File: src/rtl/rv32_pkg.sv
// rv32_pkg: opcodes, funct3 codes, exec FSM states and immediate decoders shared by the RV32I core
package rv32_pkg;
  localparam logic [6:0] ALUREG = 7'b0110011;
  localparam logic [6:0] ALUIMM = 7'b0010011;
  localparam logic [6:0] BRANCH = 7'b1100011;
  localparam logic [6:0] JALR   = 7'b1100111;
  localparam logic [6:0] JAL    = 7'b1101111;
  localparam logic [6:0] AUIPC  = 7'b0010111;
  localparam logic [6:0] LUI    = 7'b0110111;
  localparam logic [6:0] LOAD   = 7'b0000011;
  localparam logic [6:0] STORE  = 7'b0100011;
  localparam logic [6:0] SYSTEM = 7'b1110011;
  localparam logic [2:0] F3_ADD  = 3'b000;
  localparam logic [2:0] F3_SLL  = 3'b001;
  localparam logic [2:0] F3_SLT  = 3'b010;
  localparam logic [2:0] F3_SLTU = 3'b011;
  localparam logic [2:0] F3_XOR  = 3'b100;
  localparam logic [2:0] F3_SR   = 3'b101;
  localparam logic [2:0] F3_OR   = 3'b110;
  localparam logic [2:0] F3_AND  = 3'b111;
  localparam logic [1:0] S_IDLE  = 2'd0;
  localparam logic [1:0] S_SHIFT = 2'd1;
  localparam logic [1:0] S_DONE  = 2'd2;
  localparam logic [31:0] NOP = 32'h00000033;
  function automatic logic [31:0] imm_i(input logic [31:0] i);
    return {{20{i[31]}}, i[31:20]};
  endfunction
  function automatic logic [31:0] imm_s(input logic [31:0] i);
    return {{20{i[31]}}, i[31:25], i[11:7]};
  endfunction
  function automatic logic [31:0] imm_b(input logic [31:0] i);
    return {{19{i[31]}}, i[31], i[7], i[30:25], i[11:8], 1'b0};
  endfunction
  function automatic logic [31:0] imm_u(input logic [31:0] i);
    return {i[31:12], 12'b0};
  endfunction
  function automatic logic [31:0] imm_j(input logic [31:0] i);
    return {{11{i[31]}}, i[31], i[19:12], i[20], i[30:21], 1'b0};
  endfunction
endpackage

File: src/rtl/rv32_serial_shifter.sv
// rv32_serial_shifter: one-bit-per-cycle shifter; dout/count_zero report the value after this cycle's step
module rv32_serial_shifter (
  input  logic        clk,
  input  logic        resetn,
  input  logic        load,
  input  logic        en,
  input  logic        dir,
  input  logic        arith,
  input  logic [4:0]  shamt,
  input  logic [31:0] din,
  output logic [31:0] dout,
  output logic        count_zero
);
  logic [31:0] data_q, data_d;
  logic [4:0]  cnt_q, cnt_d;
  logic        step;
  always_comb begin
    step = en && cnt_q != 5'd0;
    data_d = load ? din : step ? (dir ? {arith & data_q[31], data_q[31:1]} : {data_q[30:0], 1'b0}) : data_q;
    cnt_d = load ? shamt : step ? cnt_q - 5'd1 : cnt_q;
  end
  always_ff @(posedge clk or negedge resetn) begin
    if (!resetn) begin
      data_q <= '0;
      cnt_q  <= '0;
    end else begin
      data_q <= data_d;
      cnt_q  <= cnt_d;
    end
  end
  assign dout = data_d;
  assign count_zero = cnt_d == 5'd0;
endmodule

File: src/rtl/rv32_exec_unit.sv
// rv32_exec_unit: RV32I execute/writeback stage with optional serial shifter
module rv32_exec_unit
  import rv32_pkg::*;
#(
  parameter int SERIAL_SHIFT = 1
) (
  input  logic        clk,
  input  logic        resetn,
  input  logic        start,
  input  logic [31:0] instr,
  input  logic [31:0] pc,
  input  logic [31:0] rs1,
  input  logic [31:0] rs2,
  output logic        busy,
  output logic        done,
  output logic        wb_en,
  output logic [4:0]  wb_rd,
  output logic [31:0] wb_data,
  output logic [31:0] next_pc,
  output logic [31:0] mem_addr,
  output logic        halt
);
  logic [1:0]  state_q, state_d;
  logic [31:0] instr_q, instr_d, pc_q, pc_d, rs1_q, rs1_d, rs2_q, rs2_d;
  logic        done_q, done_d, wb_en_q, wb_en_d, halt_q, halt_d;
  logic [4:0]  wb_rd_q, wb_rd_d;
  logic [31:0] wb_data_q, wb_data_d, next_pc_q, next_pc_d, mem_addr_q, mem_addr_d;
  logic        is_idle, accept, is_alu, is_shift, serial_go, sh_zero, taken, wr, fin;
  logic [31:0] i, p, a, b, op2, sh_dout, sra, barrel, sh_res, alu_res, pc4, wb_val, npc, maddr;
  logic [6:0]  op;
  logic [2:0]  f3;
  logic [4:0]  shamt;
  always_comb begin
    is_idle = state_q == S_IDLE;
    accept = is_idle && start;
    i = is_idle ? instr : instr_q;
    p = is_idle ? pc : pc_q;
    a = is_idle ? rs1 : rs1_q;
    b = is_idle ? rs2 : rs2_q;
    op = i[6:0];
    f3 = i[14:12];
    is_alu = op == ALUREG || op == ALUIMM;
    op2 = op == ALUREG ? b : imm_i(i);
    shamt = op2[4:0];
    is_shift = is_alu && (f3 == F3_SLL || f3 == F3_SR);
    serial_go = SERIAL_SHIFT != 0 && is_shift && shamt != 5'd0;
  end
  rv32_serial_shifter u_shifter (
    .clk(clk),
    .resetn(resetn),
    .load(accept && serial_go),
    .en(state_q == S_SHIFT),
    .dir(f3 == F3_SR),
    .arith(i[30]),
    .shamt(shamt),
    .din(a),
    .dout(sh_dout),
    .count_zero(sh_zero)
  );
  always_comb begin
    sra = $signed(a) >>> shamt;
    barrel = f3 == F3_SLL ? a << shamt : i[30] ? sra : a >> shamt;
    sh_res = SERIAL_SHIFT == 0 ? barrel : state_q == S_SHIFT ? sh_dout : a;
    alu_res = f3 == F3_ADD ? ((op == ALUREG && i[30]) ? a - op2 : a + op2) :
              is_shift ? sh_res :
              f3 == F3_SLT ? {31'b0, $signed(a) < $signed(op2)} :
              f3 == F3_SLTU ? {31'b0, a < op2} :
              f3 == F3_XOR ? a ^ op2 :
              f3 == F3_OR ? a | op2 : a & op2;
    taken = f3[2] ? ((f3[1] ? a < b : $signed(a) < $signed(b)) ^ f3[0]) : ((a == b) ^ f3[0]);
    pc4 = p + 32'd4;
    wb_val = op == LUI ? imm_u(i) : op == AUIPC ? p + imm_u(i) : (op == JAL || op == JALR) ? pc4 : alu_res;
    npc = op == JAL ? p + imm_j(i) :
          op == JALR ? (a + imm_i(i)) & ~32'd1 :
          op == BRANCH ? (taken ? p + imm_b(i) : pc4) :
          op == SYSTEM ? p : pc4;
    maddr = op == LOAD ? a + imm_i(i) : op == STORE ? a + imm_s(i) : 32'd0;
    wr = (is_alu || op == LUI || op == AUIPC || op == JAL || op == JALR) && i[11:7] != 5'd0;
    state_d = accept ? (serial_go ? S_SHIFT : S_DONE) :
              state_q == S_SHIFT ? (sh_zero ? S_DONE : S_SHIFT) :
              state_q == S_DONE ? S_IDLE : state_q;
    fin = state_d == S_DONE;
    instr_d = accept ? instr : instr_q;
    pc_d = accept ? pc : pc_q;
    rs1_d = accept ? rs1 : rs1_q;
    rs2_d = accept ? rs2 : rs2_q;
    done_d = fin;
    wb_en_d = fin && wr;
    wb_rd_d = fin ? i[11:7] : wb_rd_q;
    wb_data_d = fin ? wb_val : wb_data_q;
    next_pc_d = fin ? npc : next_pc_q;
    mem_addr_d = fin ? maddr : mem_addr_q;
    halt_d = halt_q || (fin && op == SYSTEM);
  end
  always_ff @(posedge clk or negedge resetn) begin
    if (!resetn) begin
      state_q    <= S_IDLE;
      instr_q    <= NOP;
      pc_q       <= '0;
      rs1_q      <= '0;
      rs2_q      <= '0;
      done_q     <= 1'b0;
      wb_en_q    <= 1'b0;
      wb_rd_q    <= '0;
      wb_data_q  <= '0;
      next_pc_q  <= '0;
      mem_addr_q <= '0;
      halt_q     <= 1'b0;
    end else begin
      state_q    <= state_d;
      instr_q    <= instr_d;
      pc_q       <= pc_d;
      rs1_q      <= rs1_d;
      rs2_q      <= rs2_d;
      done_q     <= done_d;
      wb_en_q    <= wb_en_d;
      wb_rd_q    <= wb_rd_d;
      wb_data_q  <= wb_data_d;
      next_pc_q  <= next_pc_d;
      mem_addr_q <= mem_addr_d;
      halt_q     <= halt_d;
    end
  end
  assign busy = state_q != S_IDLE;
  assign done = done_q;
  assign wb_en = wb_en_q;
  assign wb_rd = wb_rd_q;
  assign wb_data = wb_data_q;
  assign next_pc = next_pc_q;
  assign mem_addr = mem_addr_q;
  assign halt = halt_q;
endmodule

File: config.mk
export PLATFORM = sky130hd
export DESIGN_NAME = rv32_exec_unit
export DESIGN_NICKNAME = d
export VERILOG_FILES = /design/src/rtl/rv32_pkg.sv /design/src/rtl/rv32_serial_shifter.sv /design/src/rtl/rv32_exec_unit.sv
export SDC_FILE = /design/constraint.sdc
export NUM_CORES = 1
export LEC_CHECK = 0
export ABC_AREA = 1
export CORE_ASPECT_RATIO = 1.75
export CORE_MARGIN = 2
export CORE_UTILIZATION = 55
export CTS_CLUSTER_SIZE = 16
export DETAILED_ROUTE_END_ITERATION = 16
export HOLD_SLACK_MARGIN = 0.12
export PLACE_DENSITY = 0.81
export SKIP_CTS_REPAIR_TIMING = 1
export SLEW_MARGIN = 10
export SYNTH_ARGS = -nofsm -noshare
export SYNTH_HDL_FRONTEND = slang
export SYNTH_SLANG_ARGS = --single-unit
File: constraint.sdc
create_clock -name clk -period 6.3 [get_ports clk]
set_clock_uncertainty 0.2 [all_clocks]
set_input_delay 1.26 -clock clk [delete_from_list [all_inputs] [get_ports clk]]
set_output_delay 1.26 -clock clk [all_outputs]
set_load 0.02 [all_outputs]
==> metrics.yaml, run 1 <==
synth-edff-count: 0
root_buffer: "clkbuf_16"
grt_overflow_total: 556
synth_top_area_share_pct: 23.2
syn_area_per_cell_sq_um: 6.15
synthMuxAreaShare_pct: 0
fp.dieW_microns: 177
die_h_microns: 307
synthFlopType: "dfrtp_1"
synth_cell_types: 57
synth_top_family_by_area: "simple AND/OR/NAND/NOR gates"
grt_max_degree: 133
ys_ff_latch: 271
yosysTopAreaCell: "dfrtp_1"
place.detailed.hpwl_microns: 126000
synth_fa_ha_area_share_pct: 10.0
yosys.area_share.xor_xnor_pct: 3.82
ys_seq_area_share_pct: 23.5
initial_core_util_pct: 55.4
grt_pass1_wl_microns: 293000
track_usage_pct: 71.6
first_global_vias: 40718
cts_buffer_depth: 3
synth_nets: 5049
synth_area_leaders: "dfrtp_1 (23%), nand2_1 (17%), o21ai_0 (10%)"
core.rowCount: 111
cts_num_sinks: 271
yosys.area_share.simple_pct: 27.6
async_flop_share_pct: 100
failed_stage: "global routing (5_1_grt)"
synth_area_sq_um: 28900
htreeDepth: 1
place.gp.congestion: 1.23
numCtsBuffers: 28
synth_compound_area_share_pct: 23.5
status: "aborted with a tool error"
portBuffers: 235
error_line: "[ERROR GRT-0116] Global routing finished with congestion. Check the congestion regions in the DRC Viewer."
synthCells: 4691
io_pins: 236
synth_warnings: 0
==> Yosys cell counts (5+ instances only) <==
| master | n |
|---|---|
| nor4_1 | 15 |
| nor2_1 | 303 |
| xnor2_1 | 27 |
| inv_2 | 8 |
| ha_1 | 220 |
| nand4_1 | 30 |
| a21oi_1 | 449 |
| o21bai_1 | 6 |
| o221ai_1 | 5 |
| or2_2 | 12 |
| a32o_1 | 9 |
| nand2_2 | 5 |
| buf_2 | 25 |
| a21o_1 | 12 |
| o22ai_1 | 10 |
| nand3_1 | 199 |
| a21boi_0 | 9 |
| clkinv_1 | 7 |
| clkbuf_1 | 163 |
| inv_1 | 632 |
| buf_4 | 7 |
| buf_1 | 7 |
| o2111ai_1 | 16 |
| buf_6 | 6 |
| fa_1 | 7 |
| o21ai_0 | 579 |
| nand2_1 | 1320 |
| nor3_1 | 60 |
| o21ai_1 | 21 |
| a31oi_1 | 19 |
| dfrtp_1 | 267 |
| a22oi_1 | 16 |
| o211ai_1 | 45 |
| xor2_1 | 99 |
| o21a_1 | 29 |
==> routing by layer <==
layer  GRT overflow  GRT usage (%)
met3             14           46.9
met2            338           94.2
met1              3           69.5
met4            198           79.2
met5              3           12.8
==> through the flow <==
step | utilization [%] | instances | setup WS (ns) | cell area, sq um | hold WS [ns]
2_1_floorplan | - | 4691 | 0.441 | 28900 | 0.246
3_3_place_gp | 64.4 | 5688 | 0.190 | 33500 | 0.258
3_5_place_dp | 64.4 | 5688 | 0.239 | 33500 | 0.264
4_1_cts | 66.2 | 5740 | 0.781 | 34500 | 0.276
==> cells by family after synthesis <==
group	after synthesis
simple gates	1964
compound gates	1248
buf+inv	855
flops	271
fa+ha+maj	227
xor+xnor	126
==> inputs of run 2 (changes only) <==
--- a/config.mk
+++ b/config.mk
@@ -6,13 +6,10 @@
 export NUM_CORES = 1
 export LEC_CHECK = 0
 export ABC_AREA = 1
-export CORE_ASPECT_RATIO = 1.75
 export CORE_MARGIN = 2
-export CORE_UTILIZATION = 55
-export CTS_CLUSTER_SIZE = 16
+export CORE_UTILIZATION = 40
 export DETAILED_ROUTE_END_ITERATION = 16
-export HOLD_SLACK_MARGIN = 0.12
-export PLACE_DENSITY = 0.81
+export PLACE_DENSITY_LB_ADDON = 0.15
 export SKIP_CTS_REPAIR_TIMING = 1
 export SLEW_MARGIN = 10
 export SYNTH_ARGS = -nofsm -noshare
==> constraint.sdc (replaced) <==
create_clock -name clk -period 8.2 [get_ports clk]
set_clock_uncertainty 0.2 [all_clocks]
set_input_delay 1.64 -clock clk [delete_from_list [all_inputs] [get_ports clk]]
set_output_delay 1.64 -clock clk [all_outputs]
set_load 0.02 [all_outputs]
==> run 2 against run 1 <==
Effect of this change:
- the flow now finishes, with violations (capacitance limit, slew limit)
- synthesized area unchanged
- synthesized cell count unchanged
==> metrics.yaml, run 2 <==
ys_ff_latch: 271
path_clk_slew_ns: 0.06
detail-route-antenna-nets: 0
slew_violations: 4
min-delay-start: "instr_q[4]"
grt_pass1_wl_microns: 212000
tightest_slew_ns: 1.56
regArea_sq_um: 6790
synth-edff-count: 0
fin_crit_sh_pct: 82.0
synth_common_cells: "nand2_1 (1320), inv_1 (632), o21ai_0 (579), a21oi_1 (449), nor2_1 (303)"
layout_commonest_cell: "nand2_1"
antenna_cells: 0
cp-start-kind: "flop"
reg2reg_from: "state_q[1]"
rr_worst_depth: 23
fmax_mhz: 149
hold_viol_final: 0
synth_area_leaders: "dfrtp_1 (23%), nand2_1 (17%), o21ai_0 (10%)"
rsz0062_at_grt: "no"
multi_input_area_sq_um: 18800
htreeDepth: 2
die_h_microns: 273
core_area_sq_um: 71500
synth_cell_types: 57
place.gp.congestion: 1.07
wl_microns: 147000
yosysMostFrequentCell: "nand2_1"
vias: 33426
final_core_util_pct: 46.8
fp.dieW_microns: 273
nets: 5194
antenna_found_initial: 3
min-delay-path-class: "flop to flop"
fillers: 7749
endpoint_kind: "flop"
numCtsBuffers: 37
crit_path_max_fanout: 42
grt_max_degree: 239
fin_tns_setup_ns: 0
relSlewSlack_pct: -5.42
synth_nets: 5049
synth_warnings: 0
dr.pass1.iters: 6
r2r-end: "next_pc[17]"
clkLatencyLatePin_ns: 0.58
drt_iter0_markers: 4347
final_cell_mix: "nand2_1 (1319), inv_1 (632), o21ai_0 (575)"
fin_crit_ns: 6.73
place.detailed.hpwl_microns: 118000
synthCells: 4691
portBuffers: 235
setup_violations: 0
grt_overflow_total: 0
cts_tree: "built"
synthFlopType: "dfrtp_1"
wire_per_inst_microns: 25.3
post-route-drc-count: 0
yosysTopAreaCell: "dfrtp_1"
dieArea_sq_um: 74300
ys_seq_area_share_pct: 23.5
initial_core_util_pct: 40.4
status: "finished, violations left"
first_global_vias: 31048
io_pins: 236
holdPathStages: 2
async_flop_share_pct: 100
track_usage_pct: 38.8
layout-drive-gt1-share_pct: 3.99
synth_area_sq_um: 28900
root_buffer: "clkbuf_16"
area_growth_pct: 16.1
required_ns: 8.50
cp.arrival_ns: 7.02
cts_num_sinks: 271
drv_cap: 1
syn_area_per_cell_sq_um: 6.15
violations: "capacitance limit, slew limit"
hold_end: "instr_q[4]"
synth_top_area_share_pct: 23.2
r2r_slack_ns: 1.47
criticalPathCategory: "flop to flop"
cts_buffer_depth: 3
core.rowCount: 98
viasPerCell: 5.75
run 2: worst max-delay path, cell delays in order, from the launching register on:
cell and delay (ns):
dfrtp_1 0.52, nor2_4 0.74, buf_4 0.47, nand2_1 0.08, o21ai_1 0.73, inv_1 0.25, ha_1 0.44, nand2_1 0.09
nor2_1 0.18, nand4_1 0.14, nor2_1 0.29, nand2_1 0.12, nand2_1 0.06, o21ai_0 0.08, nand2_1 0.13, nand2_1 0.13
nand2_1 0.11, nand2_1 0.07, nand2_1 0.51, nand2_1 0.35, buf_4 0.29, o211ai_1 0.38, nand2_1 0.09, a21oi_1 0.15
run 2: kinds of logic (layout without fill, tap and decap cells):
group           Yosys count  after routing  synth area share, %
simple gates           1964           1964                 27.6
xor+xnor                126            126                 3.82
compound gates         1248           1248                 23.5
flops                   271            271                 23.5
fa+ha+maj               227            227                 10.0
buf+inv                 855           1027                 11.5
run 2: area by class of cell:
cell class / instances / area share [%]
Clock inverter: 20 / 0.766
Sequential cell: 271 / 20.3
Inverter: 647 / 7.25
Tap cell: 950 / 3.55
Clock buffer: 46 / 2.99
Multi-Input combinational cell: 3565 / 56.1
Timing Repair Buffer: 314 / 9.03
run 2: per-layer routing:
| layer | vias to the layer above | share of wire (%) | wire length, microns | GRT usage (%) |
|---|---|---|---|---|
| li1 | 15594 | - | - | - |
| met3 | 263 | 12 | 17700 | 11.2 |
| met4 | 2 | 4.2 | 6130 | 14.0 |
| met2 | 1795 | 39 | 58100 | 54.7 |
| met1 | 15772 | 44 | 65200 | 55.8 |
| met5 | - | 0.0088 | 13 | 0 |
run 2: how the worst max path moves through the flow:
stage	slack [ns]	endpoint	depth (start not counted)	start
finish	1.47	next_pc[17]	23	state_q[1]
global route	1.21	wb_data[29]	26	state_q[1]
CTS	1.65	next_pc[17]	23	state_q[1]
detailed placement	1.21	next_pc[17]	23	rs1[28]
global placement	1.19	next_pc[17]	23	rs1[28]
floorplan	2.34	wb_data[29]	28	state_q[0]
run 2: through the flow:
stage | std cells | area (sq um) | hold slack, ns | worst slack [ns]
after floorplan | 4691 | 28900 | 0.246 | 2.34
after global placement | 5747 | 32200 | 0.260 | 1.19
after detailed placement | 5747 | 32200 | 0.257 | 1.21
after CTS | 5813 | 33500 | 0.267 | 1.65
after global routing | 5813 | 33500 | 0.289 | 1.21
final | 5813 | 33500 | 0.273 | 1.47
Power of run 2 is left out: the tool's default activity adds up to more than one toggle a clock period on the data nets, which glitch-free logic cannot reach.
